<file path="src/rtl/fetch_unit.sv">
// Instruction fetch unit: program counter, instruction register and a
// two-state fetch FSM with a 15-edge memory timeout.
//
// Ports:
//   clk, reset          clock; asynchronous active-high reset
//   LoadIR              start a fetch at the current PC (ignored while busy)
//   IncPC, LoadPC       PC increment / jump load (LoadPC has priority)
//   SelPC               jump source: 1 = {4'h0, ImmediateData}, 0 = RegData
//   ImmediateData       4-bit jump-immediate target
//   RegData             8-bit jump-register target
//   MemAddr, MemReq     instruction memory address and read request
//   MemRdata, MemValid  instruction memory read data and its valid strobe
//   Opcode, IrValid     instruction register and its completed-fetch flag
//   Busy                fetch in progress
//   FetchErr            sticky memory-timeout flag
//   PC                  current program counter
module fetch_unit (
    input  logic       clk,
    input  logic       reset,
    input  logic       LoadIR,
    input  logic       IncPC,
    input  logic       LoadPC,
    input  logic       SelPC,
    input  logic [3:0] ImmediateData,
    input  logic [7:0] RegData,
    output logic [7:0] MemAddr,
    output logic       MemReq,
    input  logic [7:0] MemRdata,
    input  logic       MemValid,
    output logic [7:0] Opcode,
    output logic       IrValid,
    output logic       Busy,
    output logic       FetchErr,
    output logic [7:0] PC
);

    typedef enum logic {
        IDLE  = 1'b0,
        FETCH = 1'b1
    } state_t;

    // The wait counter starts at 0 on entry, so the edge that sees 14
    // is the 15th consecutive edge without MemValid.
    localparam logic [3:0] WAIT_LAST = 4'd14;

    state_t     state_q, state_d;
    logic [7:0] pc_q, pc_d;
    logic [7:0] fetch_addr_q, fetch_addr_d;
    logic [7:0] opcode_q, opcode_d;
    logic       ir_valid_q, ir_valid_d;
    logic       fetch_err_q, fetch_err_d;
    logic [3:0] wait_q, wait_d;

    always_ff @(posedge clk or posedge reset) begin
        if (reset) begin
            state_q      <= IDLE;
            pc_q         <= 8'h00;
            fetch_addr_q <= 8'h00;
            opcode_q     <= 8'h00;
            ir_valid_q   <= 1'b0;
            fetch_err_q  <= 1'b0;
            wait_q       <= 4'd0;
        end else begin
            state_q      <= state_d;
            pc_q         <= pc_d;
            fetch_addr_q <= fetch_addr_d;
            opcode_q     <= opcode_d;
            ir_valid_q   <= ir_valid_d;
            fetch_err_q  <= fetch_err_d;
            wait_q       <= wait_d;
        end
    end

    // PC update runs every edge regardless of fetch state.
    always_comb begin
        pc_d = pc_q;
        if (LoadPC) begin
            if (SelPC) begin
                pc_d = {4'h0, ImmediateData};
            end else begin
                pc_d = RegData;
            end
        end else if (IncPC) begin
            pc_d = pc_q + 8'd1;
        end
    end

    always_comb begin
        state_d      = state_q;
        fetch_addr_d = fetch_addr_q;
        opcode_d     = opcode_q;
        ir_valid_d   = ir_valid_q;
        fetch_err_d  = fetch_err_q;
        wait_d       = wait_q;
        unique case (state_q)
            IDLE: begin
                // pc_q is the pre-update PC, so a coincident jump or
                // increment does not move this fetch.
                if (LoadIR) begin
                    fetch_addr_d = pc_q;
                    ir_valid_d   = 1'b0;
                    wait_d       = 4'd0;
                    state_d      = FETCH;
                end
            end
            FETCH: begin
                if (MemValid) begin
                    opcode_d   = MemRdata;
                    ir_valid_d = 1'b1;
                    state_d    = IDLE;
                end else if (wait_q == WAIT_LAST) begin
                    opcode_d    = 8'h00;
                    ir_valid_d  = 1'b0;
                    fetch_err_d = 1'b1;
                    state_d     = IDLE;
                end else begin
                    wait_d = wait_q + 4'd1;
                end
            end
            default: begin
                state_d = IDLE;
            end
        endcase
    end

    assign Busy     = (state_q == FETCH);
    assign MemReq   = Busy;
    assign MemAddr  = Busy ? fetch_addr_q : pc_q;
    assign Opcode   = opcode_q;
    assign IrValid  = ir_valid_q;
    assign FetchErr = fetch_err_q;
    assign PC       = pc_q;

endmodule

</file>
<file path="config.mk">
export PLATFORM = sky130hd
export DESIGN_NAME = fetch_unit
export DESIGN_NICKNAME = d
export VERILOG_FILES = /design/src/rtl/fetch_unit.sv
export SDC_FILE = /design/constraint.sdc
export NUM_CORES = 1
export LEC_CHECK = 0
export CORE_MARGIN = 1.5
export CORE_UTILIZATION = 35
export DETAILED_ROUTE_END_ITERATION = 16
export GPL_ROUTABILITY_DRIVEN = 0
export PLACE_DENSITY = 0.65
export SLEW_MARGIN = 20
export SYNTH_ARGS = -nofsm -noshare
export SYNTH_HDL_FRONTEND = slang
export SYNTH_SLANG_ARGS = --single-unit
</file>
<file path="constraint.sdc">
create_clock -name clk -period 1.8 [get_ports clk]
set_input_delay 0.54 -clock clk [delete_from_list [all_inputs] [get_ports clk]]
set_output_delay 0.54 -clock clk [all_outputs]
set_load 0.005 [all_outputs]
</file>
==> impl_results.md <==
- WL final: 4.02 mm
- Peak Freq: 525 MHz
- Starting DRT DRC Count: 50
- CP most frequent cell: buf_6
- Least-Margin Pin Slew: 0.565 ns
- Number of max-cap violations: 0
- Worst clock skew: 0.00696 ns
- CTS max path bufs: 2
- Total track usage: 18.0%
- Synth Flop Type: dfrtp_1
- Avg WL per Cell: about 15 um
- Chip height: a little under 70 um
- Arrival @ worst endpoint: roughly 1.4 ns
- R2R depth: 5
- Fin worst setup slack: -0.104 ns
- Detailed-routing wirelength on met1: 1.75 mm
- Layout area overhead: 57.3%
- Share of the synthesized area in the top cell type: around half
- Worst Hold Class: flop to flop
- Maximum fanout along the worst path: 5
- Vias in the first global route: 1468
- Hold path endpoint: fetch_addr_q[5]
- VDD IR max: 0.000399 V
- CP Data Required Time: 1.26 ns
- Pleak: between 1 and 1.5 nW
- Setup CP Type: flop to output pin
- Total core area: 4090 um2
- Yosys warning count: 0
- Crit. End Element: output pin
- Hold_sp: fetch_addr_q[5]
- Outcome: finished with violations
- Cell area after synthesis: 1530 um2
- Met3 wire len: 280 um
- Htree depth: 2
- Max-slew headroom: 62.3%
- Final Hold Vio Count: 0
- Grt ovf: 0
- Post-layout util: 58.8%
- Vias post-DR: about 1400
- Flop2flop setup slack: 0.21 ns
- Number of setup violations in the final report: 5
- Post-synth ARST share: 100%
- Synth area leader: dfrtp_1
- # nets final: 255
- Top cells by area, synth: dfrtp_1 51%, nand2_1 7.1%, mux2_2 6.6%, a22o_1 5.2%, mux2i_1 3.3%
- Met2 routed WL: 1.95 mm
- CTS tree: yes
- Initial DRT Pass Iterations: 4
- Post-synth EDFFs: 0
- Top layer in use: met4
- Most common cell in the synthesized netlist: dfrtp_1
- Register area share after synthesis: between 50% and 60%
- Fin crit period: 1.90 ns
- #FFs+latches synth: 31
- Largest stage delay, worst path: 0.42 ns
- Top cells by count, synth: 31 x dfrtp_1, 29 x nand2_1, 9 x a22o_1, 9 x mux2_2, 6 x o21ai_0
- Pwr/cell area: around 980 nW/um2
- Mapped Cells: between 100 and 150
- Share of layout cells above drive strength 1: between 20% and 30%
- HPWL Detailed: around 2.8 mm
- Clock Root Buffer: clkbuf_8
- Clk sinks: 31
- CP top delay family: flip-flops
- First-pass GRT wire length: 6.93 mm
- Worst-Skew Late Latency: 0.28 ns
- Post-synth cell types: 34
- Port Buffers: 54
- Width of the chip: 69.1 um
- Min-Delay Path Depth: 2
- Syn nets: 178
- Initial antenna violation count: 0
- Die footprint: 4770 um2
- CP max-delay cell: dfrtp_2
- Crit start category: flop
- Worst-path clk slew: 0.07 ns
- CTS buffer count: 5
- Ports: 55
- RSZ-0062 raised after global routing: yes
- Maximum number of pins on one net before global-route repair: 32
- Fin crit share: 106%
- Failing checks: setup timing
- Vias per cell: 5.01
- DRC violations left: 0
- Stages on worst setup path: 4
- Reg2reg end: Opcode[1]
- Antenna-violating nets left: 0
- Syn avg cell area: 10.3 um2
- Number of inserted diodes: 0
- Crit path buffers/inverters: 3
- Worst hold slack: 0.482 ns
- Initial Utilization: 37.4%
- Critical-path cell list: buf_6 -> buf_4 -> mux2_2 -> buf_6
- # rows: 23
- Slew Viols, Final: 0
- Worst r2r src: wait_q[0]
[flip-flops by register name (all words and copies together), names as in the netlist]
name	cells
Busy	1
FetchErr	1
IrValid	1
Opcode	8
PC	8
fetch_addr_q	8
wait_q	4
[per-stage QoR]
stage          power, W  TNS [ns]  instance area [um2]  cells  worst slack (ns)
4_1_cts         0.00237    -0.294                 2390    276           -0.0963
3_3_place_gp    0.00161     -1.03                 2220    261            -0.117
3_5_place_dp    0.00164     -1.15                 2220    261            -0.143
5_1_grt         0.00249    -0.477                 2400    276            -0.132
2_1_floorplan   0.00122         0                 1530    148             0.262
6_report        0.00235    -0.219                 2400    276            -0.104
[worst max path at each step]
stage | start | endpoint
after floorplan | Busy | MemAddr[0]
after global placement | Busy | MemAddr[2]
after detailed placement | Busy | MemAddr[7]
after CTS | Busy | MemAddr[0]
after global routing | Busy | MemAddr[0]
final | Busy | MemAddr[0]
[cell families after synthesis]
| family | synth area share (%) |
|---|---|
| muxes | 9.91 |
| adders and majority gates | 2.46 |
| DFF | 50.8 |
| and+or+nand+nor | 17.0 |
| buffers and inverters | 3.85 |
| AOI/OAI and AO/OA | 13.8 |
| xor gates and xnor gates | 2.29 |
[report_power, final]
part           leakage [nW]  switching, W  internal [W]
clock network        0.0612      0.000252      0.000447
registers             0.388     0.0000902      0.000828
logic                 0.709      0.000291      0.000446
total                  1.16      0.000633       0.00172
[cell usage in the layout (no fill, tap or decap), drive strengths merged, types with 3 or more instances in the layout]
master         netlist  layout
a22o                 9       9
buf                  5      32
clkbuf               4       7
clkdlybuf4s50        0      36
dfrtp               31      31
dlygate4sd2          0       7
ha                   3       3
inv                  4       4
mux2                 9       9
mux2i                5       5
nand2               29      29
nand2b               4       4
nand3                5       5
nand4                4       4
nor2                 3       3
nor2b                4       4
o21ai                7       7
xor2                 4       4
[layer usage]
| metal | GRT usage [%] | vias to the layer above |
|---|---|---|
| li1 | - | 675 |
| met1 | 23.5 | 648 |
| met2 | 28.6 | 57 |
| met3 | 5.41 | 4 |
| met4 | 5.88 | 0 |
| met5 | 0 | - |
[worst register-to-register path, cell delays in order (launching register included)]
cell     delay, ns
dfrtp_1       0.41
inv_1         0.07
ha_1          0.20
and3_1        0.23
o21ai_1       0.41
a22o_1        0.21
[timing repair]
item | in CTS | in global routing
setup buffers | 7 | 0
resized for setup | 51 | 7
hold buffers | 0 | 0
setup endpoints to repair | 17 | 11
[cell type report]
type | instances | area (um2)
fillers | 342 | 1680
flip-flops and latches | 31 | 777
repair buffers | 79 | 734
multi-input cells | 104 | 697
clock buffers | 6 | 82.6
well taps | 50 | 62.6
clock inverters | 2 | 35.0
inverters | 4 | 15.0
No activity file was read; power rests on OpenSTA's default activity.
==> RTL change 1: new RTL, same settings <==
Reset style: synchronous (`reset`), changed in one clocked block. Comments in the files are not updated.
--- a/src/rtl/fetch_unit.sv
+++ b/src/rtl/fetch_unit.sv
@@ -51,7 +51,7 @@
     logic       fetch_err_q, fetch_err_d;
     logic [3:0] wait_q, wait_d;
 
-    always_ff @(posedge clk or posedge reset) begin
+    always_ff @(posedge clk) begin
         if (reset) begin
             state_q      <= IDLE;
             pc_q         <= 8'h00;
Function: differs if reset is asserted again (counterexample within 4 cycles, from zero or initial values and one cycle with reset high); with reset held inactive, the same outputs for 10 cycles.
==> RTL change 1 against the unedited design <==
The run still ends with negative setup slack left; fmax is 5.2% higher; sequential cell count did not move; wire length up 2.3%; final area down 4.4%; sequential share of layout area decreased by 5.1 points; first-iteration DRC count increased by 40%; synthesized area is 4.3% lower; setup slack improved by 94 ps; die area fell by 4.2%; critical path type unchanged.
Power is not compared: it rests on default switching activity, and its combinational part moved more than twofold at a synthesized area within 25%.
==> RTL change 1: results (changes against the unedited design) <==
.. list-table::
   :header-rows: 1

   * - Metric
     - Value
   * - Static Leak
     - 0.922 nW
   * - Number of global-route vias before repair
     - 1461 (was 1468)
   * - Total wirelength of the detailed-routed design
     - 4110 um (was 4020 um)
   * - Unique cell type count in the Yosys netlist
     - 34 (unchanged)
   * - Worst path arrival time
     - 1270 ps (was 1360 ps)
   * - Setup slack of the critical path after layout
     - -10.1 ps (was -104 ps)
   * - Leading cell types by total area after synthesis
     - sky130_fd_sc_hd__dfxtp_1 (42%), sky130_fd_sc_hd__mux2_2 (6.9%), sky130_fd_sc_hd__a21oi_1 (6.2%) (was sky130_fd_sc_hd__dfrtp_1 (51%), sky130_fd_sc_hd__nand2_1 (7.1%), sky130_fd_sc_hd__mux2_2 (6.6%))
   * - H-tree depth
     - 2 (unchanged)
   * - Hold endpoint
     - fetch_addr_q[3] (was fetch_addr_q[5])
   * - Largest net degree at the start of global routing
     - 13 (was 32)
   * - Detail Placement HPWL
     - 3110 um (was 2760 um)
   * - Global routing usage summed across all routing layers
     - 0.194 (was 0.180)
   * - Hold Path Stages
     - 2 (unchanged)
   * - Via Count
     - 1495 (was 1384)
   * - Max_slew headroom
     - 0.652 (was 0.623)
   * - Minimum hold slack
     - 453 ps (was 482 ps)
   * - Final setup viols
     - 2 (was 5)
   * - Launch instance of the worst min-delay path
     - fetch_addr_q[3] (was fetch_addr_q[5])
   * - 1st-iter DRT viols
     - 70 (was 50)
   * - Async set-or-reset flop fraction in the synthesized netlist
     - 0 (was 1.00)
   * - Worst stage delay on the critical path
     - 330 ps (was 420 ps)
   * - Top cells by instance count after synthesis
     - sky130_fd_sc_hd__dfxtp_1 (31), sky130_fd_sc_hd__nand2_1 (21), sky130_fd_sc_hd__a21oi_1 (18) (was sky130_fd_sc_hd__dfrtp_1 (31), sky130_fd_sc_hd__nand2_1 (29), sky130_fd_sc_hd__a22o_1 (9), sky130_fd_sc_hd__mux2_2 (9), sky130_fd_sc_hd__o21ai_0 (6))
   * - NumNets Final
     - 267 (was 255)
   * - Status
     - finished, violations left (unchanged)
   * - Number of inserted filler cells in the final layout
     - 365 (was 342)
   * - Critical R2R Capture
     - Opcode[2] (was Opcode[1])
   * - Setup TNS
     - -17.0 ps (was -219 ps)
   * - Net count of the mapped netlist
     - 192 (was 178)
   * - Reg-to-Reg Start
     - wait_q[0] (unchanged)
   * - Fraction of layout instances using a drive strength above 1
     - 0.239 (was 0.230)
   * - Wire length of the first global-routing pass
     - 6620 um (was 6930 um)
   * - Register-to-register setup slack
     - 250 ps (was 210 ps)
   * - Worst-path cell with the longest stage delay
     - sky130_fd_sc_hd__dfxtp_2 (was sky130_fd_sc_hd__dfrtp_2)
   * - Setup skew after layout
     - 4.57 ps (was 6.96 ps)
   * - Top fanout value on the critical path
     - 4 (was 5)
   * - Portion of the post-synthesis area used by sequential elements
     - 0.425 (was 0.508)
   * - Violations in the final reports
     - negative setup slack (unchanged)
[RTL change 1: cell types whose count changed in the layout (fill, tap and decap cells not counted), moves of 4 or more]
cell                              change
sky130_fd_sc_hd__a211oi_1             +5
sky130_fd_sc_hd__a21oi_1             +15
sky130_fd_sc_hd__buf_4                +5
sky130_fd_sc_hd__buf_6                -6
sky130_fd_sc_hd__clkdlybuf4s50_1      +6
sky130_fd_sc_hd__dfrtp_1             -30
sky130_fd_sc_hd__dfxtp_1             +27
sky130_fd_sc_hd__dfxtp_2              +4
sky130_fd_sc_hd__dlygate4sd2_1        -6
sky130_fd_sc_hd__nand2_1              -8
sky130_fd_sc_hd__o21ai_0              -4
sky130_fd_sc_hd__or3_1                +5
[RTL change 1: worst max path at each step]
stage	start	endpoint	slack (ps)
2_1_floorplan	wait_q[0]	Opcode[0]	310
3_3_place_gp	MemValid	Opcode[2]	-110
3_5_place_dp	MemValid	Opcode[2]	-200
4_1_cts	Busy	MemAddr[3]	-50
5_1_grt	Busy	MemAddr[1]	-40
6_report	Busy	MemAddr[1]	-10
[RTL change 1: worst max-delay path, delay by kind of cell, from the launching register on]
| family | cells | cell delay (ps) |
|---|---|---|
| buffers and inverters | 3 | 360 |
| DFF | 1 | 330 |
| muxes | 1 | 290 |
[RTL change 1: repair_timing]
action                                  in CTS  in global routing
buffers inserted                             1                  1
hold buffers                                 0                  0
pin swaps                                    0                  0
endpoints found under the setup margin      12                 18
gates resized for setup                     36                 10
[RTL change 1: layout make-up]
type | instances | area (um2) | share of cell area
clock inverters | 3 | 15.0 | 0.00654
repair buffers | 79 | 729 | 0.318
well taps | 50 | 62.6 | 0.0272
inverters | 3 | 11.3 | 0.00490
flip-flops and latches | 31 | 626 | 0.272
clock buffers | 5 | 68.8 | 0.0300
multi-input cells | 117 | 785 | 0.342
[RTL change 1: through the flow]
step	cells	power [mW]	worst slack, ps	instance area [um2]	utilization
6_report	288	1.60	-10.1	2300	0.574
3_3_place_gp	278	1.07	-113	2180	0.545
3_5_place_dp	278	1.08	-197	2180	0.545
2_1_floorplan	162	0.882	305	1460	-
5_1_grt	288	1.67	-36.0	2300	0.574
4_1_cts	287	1.61	-46.1	2300	0.575
[RTL change 1: kinds of logic (layout without fill, tap and decap cells)]
kind of cell               Yosys count  in the layout  share of synthesized area
muxes                               12             12                     0.0899
adders and majority gates            3              3                     0.0257
and+or+nand+nor                     53             53                      0.183
buffers and inverters               14             90                     0.0462
DFF                                 31             31                      0.425
xor gates and xnor gates             4              4                     0.0240
AOI/OAI and AO/OA                   45             45                      0.206
[RTL change 1: routing by layer]
metal  global-route usage  share of wire  up-vias
met2                0.319           0.50       37
li1                     -              -      739
met3               0.0567          0.048        6
met4               0.0791          0.012        0
met5                    0              0        -
met1                0.236           0.44      713
==> RTL change 2: new RTL, config.mk and constraints unchanged <==
Without the edit above. The localparam `WAIT_LAST` goes from 4'd14 to 4'd8.
--- a/src/rtl/fetch_unit.sv
+++ b/src/rtl/fetch_unit.sv
@@ -41,7 +41,7 @@
 
     // The wait counter starts at 0 on entry, so the edge that sees 14
     // is the 15th consecutive edge without MemValid.
-    localparam logic [3:0] WAIT_LAST = 4'd14;
+    localparam logic [3:0] WAIT_LAST = 4'd8;
 
     state_t     state_q, state_d;
     logic [7:0] pc_q, pc_d;
Function: same outputs for any inputs over 10 cycles, from zero or initial values and one cycle with reset high; that may be too few to reach the edited logic, so the function may still have changed.
==> RTL change 2 against the unedited design <==
Count of clock-buffer cells in the layout is 1 lower; first-iteration DRC count is 38% lower; the flow still finishes with violations (negative setup slack); synthesized area is 0.90% higher; power is 3.9% lower; largest cell class is now buffers; final area is 1.6% higher; critical path type unchanged; wire length is 6.6% higher; setup slack worse by 3.1 ps; sequential cell count stayed put.
==> RTL change 2: results (changes against the unedited design) <==
.. list-table::
   :header-rows: 1

   * - Metric
     - Value
   * - Metal3 WL
     - 266 um (was 280 um)
   * - Max_slew headroom
     - 0.736 (was 0.623)
   * - N_diodes
     - 0 (unchanged)
   * - Cell depth of the worst flop-to-flop path
     - 8 (was 5)
   * - Number of standard cells in the final layout excluding fillers
     - 285 (was 276)
   * - Met2 wirelength from detailed routing
     - 2290 um (was 1950 um)
   * - Register-to-register setup slack
     - 200 ps
   * - Setup skew after layout
     - 9.18 ps (was 6.96 ps)
   * - Hold Path Stages
     - 1 (was 2)
   * - Net count of the mapped netlist
     - 181 (was 178)
   * - Fraction of synthesized cell area in xor and xnor cells
     - 0.0227 (was 0.0229)
   * - NumNets Final
     - 264 (was 255)
   * - Number of global-route vias before repair
     - 1527 (was 1468)
   * - Critical R2R Capture
     - fetch_addr_q[0] (was Opcode[1])
   * - Top fanout value on the critical path
     - 4 (was 5)
   * - 1st-iter DRT viols
     - 31 (was 50)
   * - Complex-gate fraction of the synthesized area
     - 0.118 (was 0.138)
   * - Setup slack of the critical path after layout
     - -107 ps (was -104 ps)
   * - Average via count per standard cell
     - 5.05 (was 5.01)
   * - Status
     - finished, violations left (unchanged)
   * - Top cells by instance count after synthesis
     - sky130_fd_sc_hd__nand2_1 (32), sky130_fd_sc_hd__dfrtp_1 (31), sky130_fd_sc_hd__a22o_1 (9), sky130_fd_sc_hd__mux2_2 (9) (was sky130_fd_sc_hd__dfrtp_1 (31), sky130_fd_sc_hd__nand2_1 (29), sky130_fd_sc_hd__a22o_1 (9), sky130_fd_sc_hd__mux2_2 (9), sky130_fd_sc_hd__o21ai_0 (6))
   * - Global routing usage summed across all routing layers
     - 0.187 (was 0.180)
   * - DRT met1 WL
     - 1670 um (was 1750 um)
   * - Detail Placement HPWL
     - 2970 um (was 2760 um)
   * - Portion of the post-synthesis area used by sequential elements
     - 0.503 (was 0.508)
   * - Routed wire per std cell
     - 15.0 um (was 14.6 um)
   * - Launch instance of the worst min-delay path
     - FetchErr (was fetch_addr_q[5])
   * - Clock latency reported for the late side of the worst-skew pair
     - 280 ps (about the same)
   * - Wire length of the first global-routing pass
     - 7190 um (was 6930 um)
   * - Unique cell type count in the Yosys netlist
     - 33 (was 34)
   * - Syn avg cell area
     - 10.2 um2 (was 10.3 um2)
   * - Final setup viols
     - 5 (unchanged)
   * - Hold endpoint
     - FetchErr (was fetch_addr_q[5])
   * - Violations in the final reports
     - negative setup slack (unchanged)
   * - Fraction of layout instances using a drive strength above 1
     - 0.264 (was 0.230)
   * - Tightest Hold Check Type
     - flop to flop (unchanged)
   * - Static Leak
     - 1.22 nW (was 1.16 nW)
   * - Post-CTS sizing
     - 44 (was 51)
   * - Adder and majority cell fraction of the synthesized area
     - 0.0244 (was 0.0246)
==> RTL change 2: metal layers <==
metal  vias to the layer above  track usage
li1                        690            -
met1                       683        0.205
met2                        56        0.355
met3                         9       0.0422
met4                         0       0.0588
met5                         -            0
==> RTL change 2: area by class of cell <==
class	instances	area share
timing repair buffer	85	0.320
sequential	31	0.318
multi-input combinational	107	0.296
clock buffer	5	0.0282
tap	50	0.0256
clock inverter	3	0.00615
inverter	4	0.00615
==> RTL change 2: worst max path at each step <==
| stage | cells past startpoint | slack (ps) | end |
|---|---|---|---|
| floorplan | 2 | 230 | MemAddr[0] |
| finish | 4 | -110 | MemAddr[0] |
| detailed placement | 2 | -150 | MemAddr[3] |
| CTS | 4 | -100 | MemAddr[4] |
| global route | 4 | -130 | MemAddr[5] |
| global placement | 2 | -120 | MemAddr[4] |
==> RTL change 2: power groups by stage <==
| stage | clock network (mW) | logic [mW] | registers [mW] |
|---|---|---|---|
| 2_1_floorplan | 0 | 0.296 | 0.937 |
| 3_3_place_gp | 0 | 0.710 | 0.928 |
| 3_5_place_dp | 0 | 0.734 | 0.932 |
| 4_1_cts | 0.536 | 0.778 | 0.915 |
| 5_1_grt | 0.565 | 0.892 | 0.933 |
| 6_report | 0.525 | 0.819 | 0.919 |
==> RTL change 2: per-stage QoR <==
| stage | instance area (um2) | hold WS (ps) | setup TNS [ps] | setup slack (ps) | power (mW) |
|---|---|---|---|---|---|
| after global routing | 2440 | 496 | -546 | -126 | 2.39 |
| after CTS | 2380 | 467 | -439 | -100 | 2.23 |
| final | 2440 | 467 | -427 | -107 | 2.26 |
| after global placement | 2220 | 445 | -1080 | -120 | 1.64 |
| after detailed placement | 2220 | 452 | -1300 | -146 | 1.67 |
| after floorplan | 1540 | 440 | 0 | 227 | 1.23 |
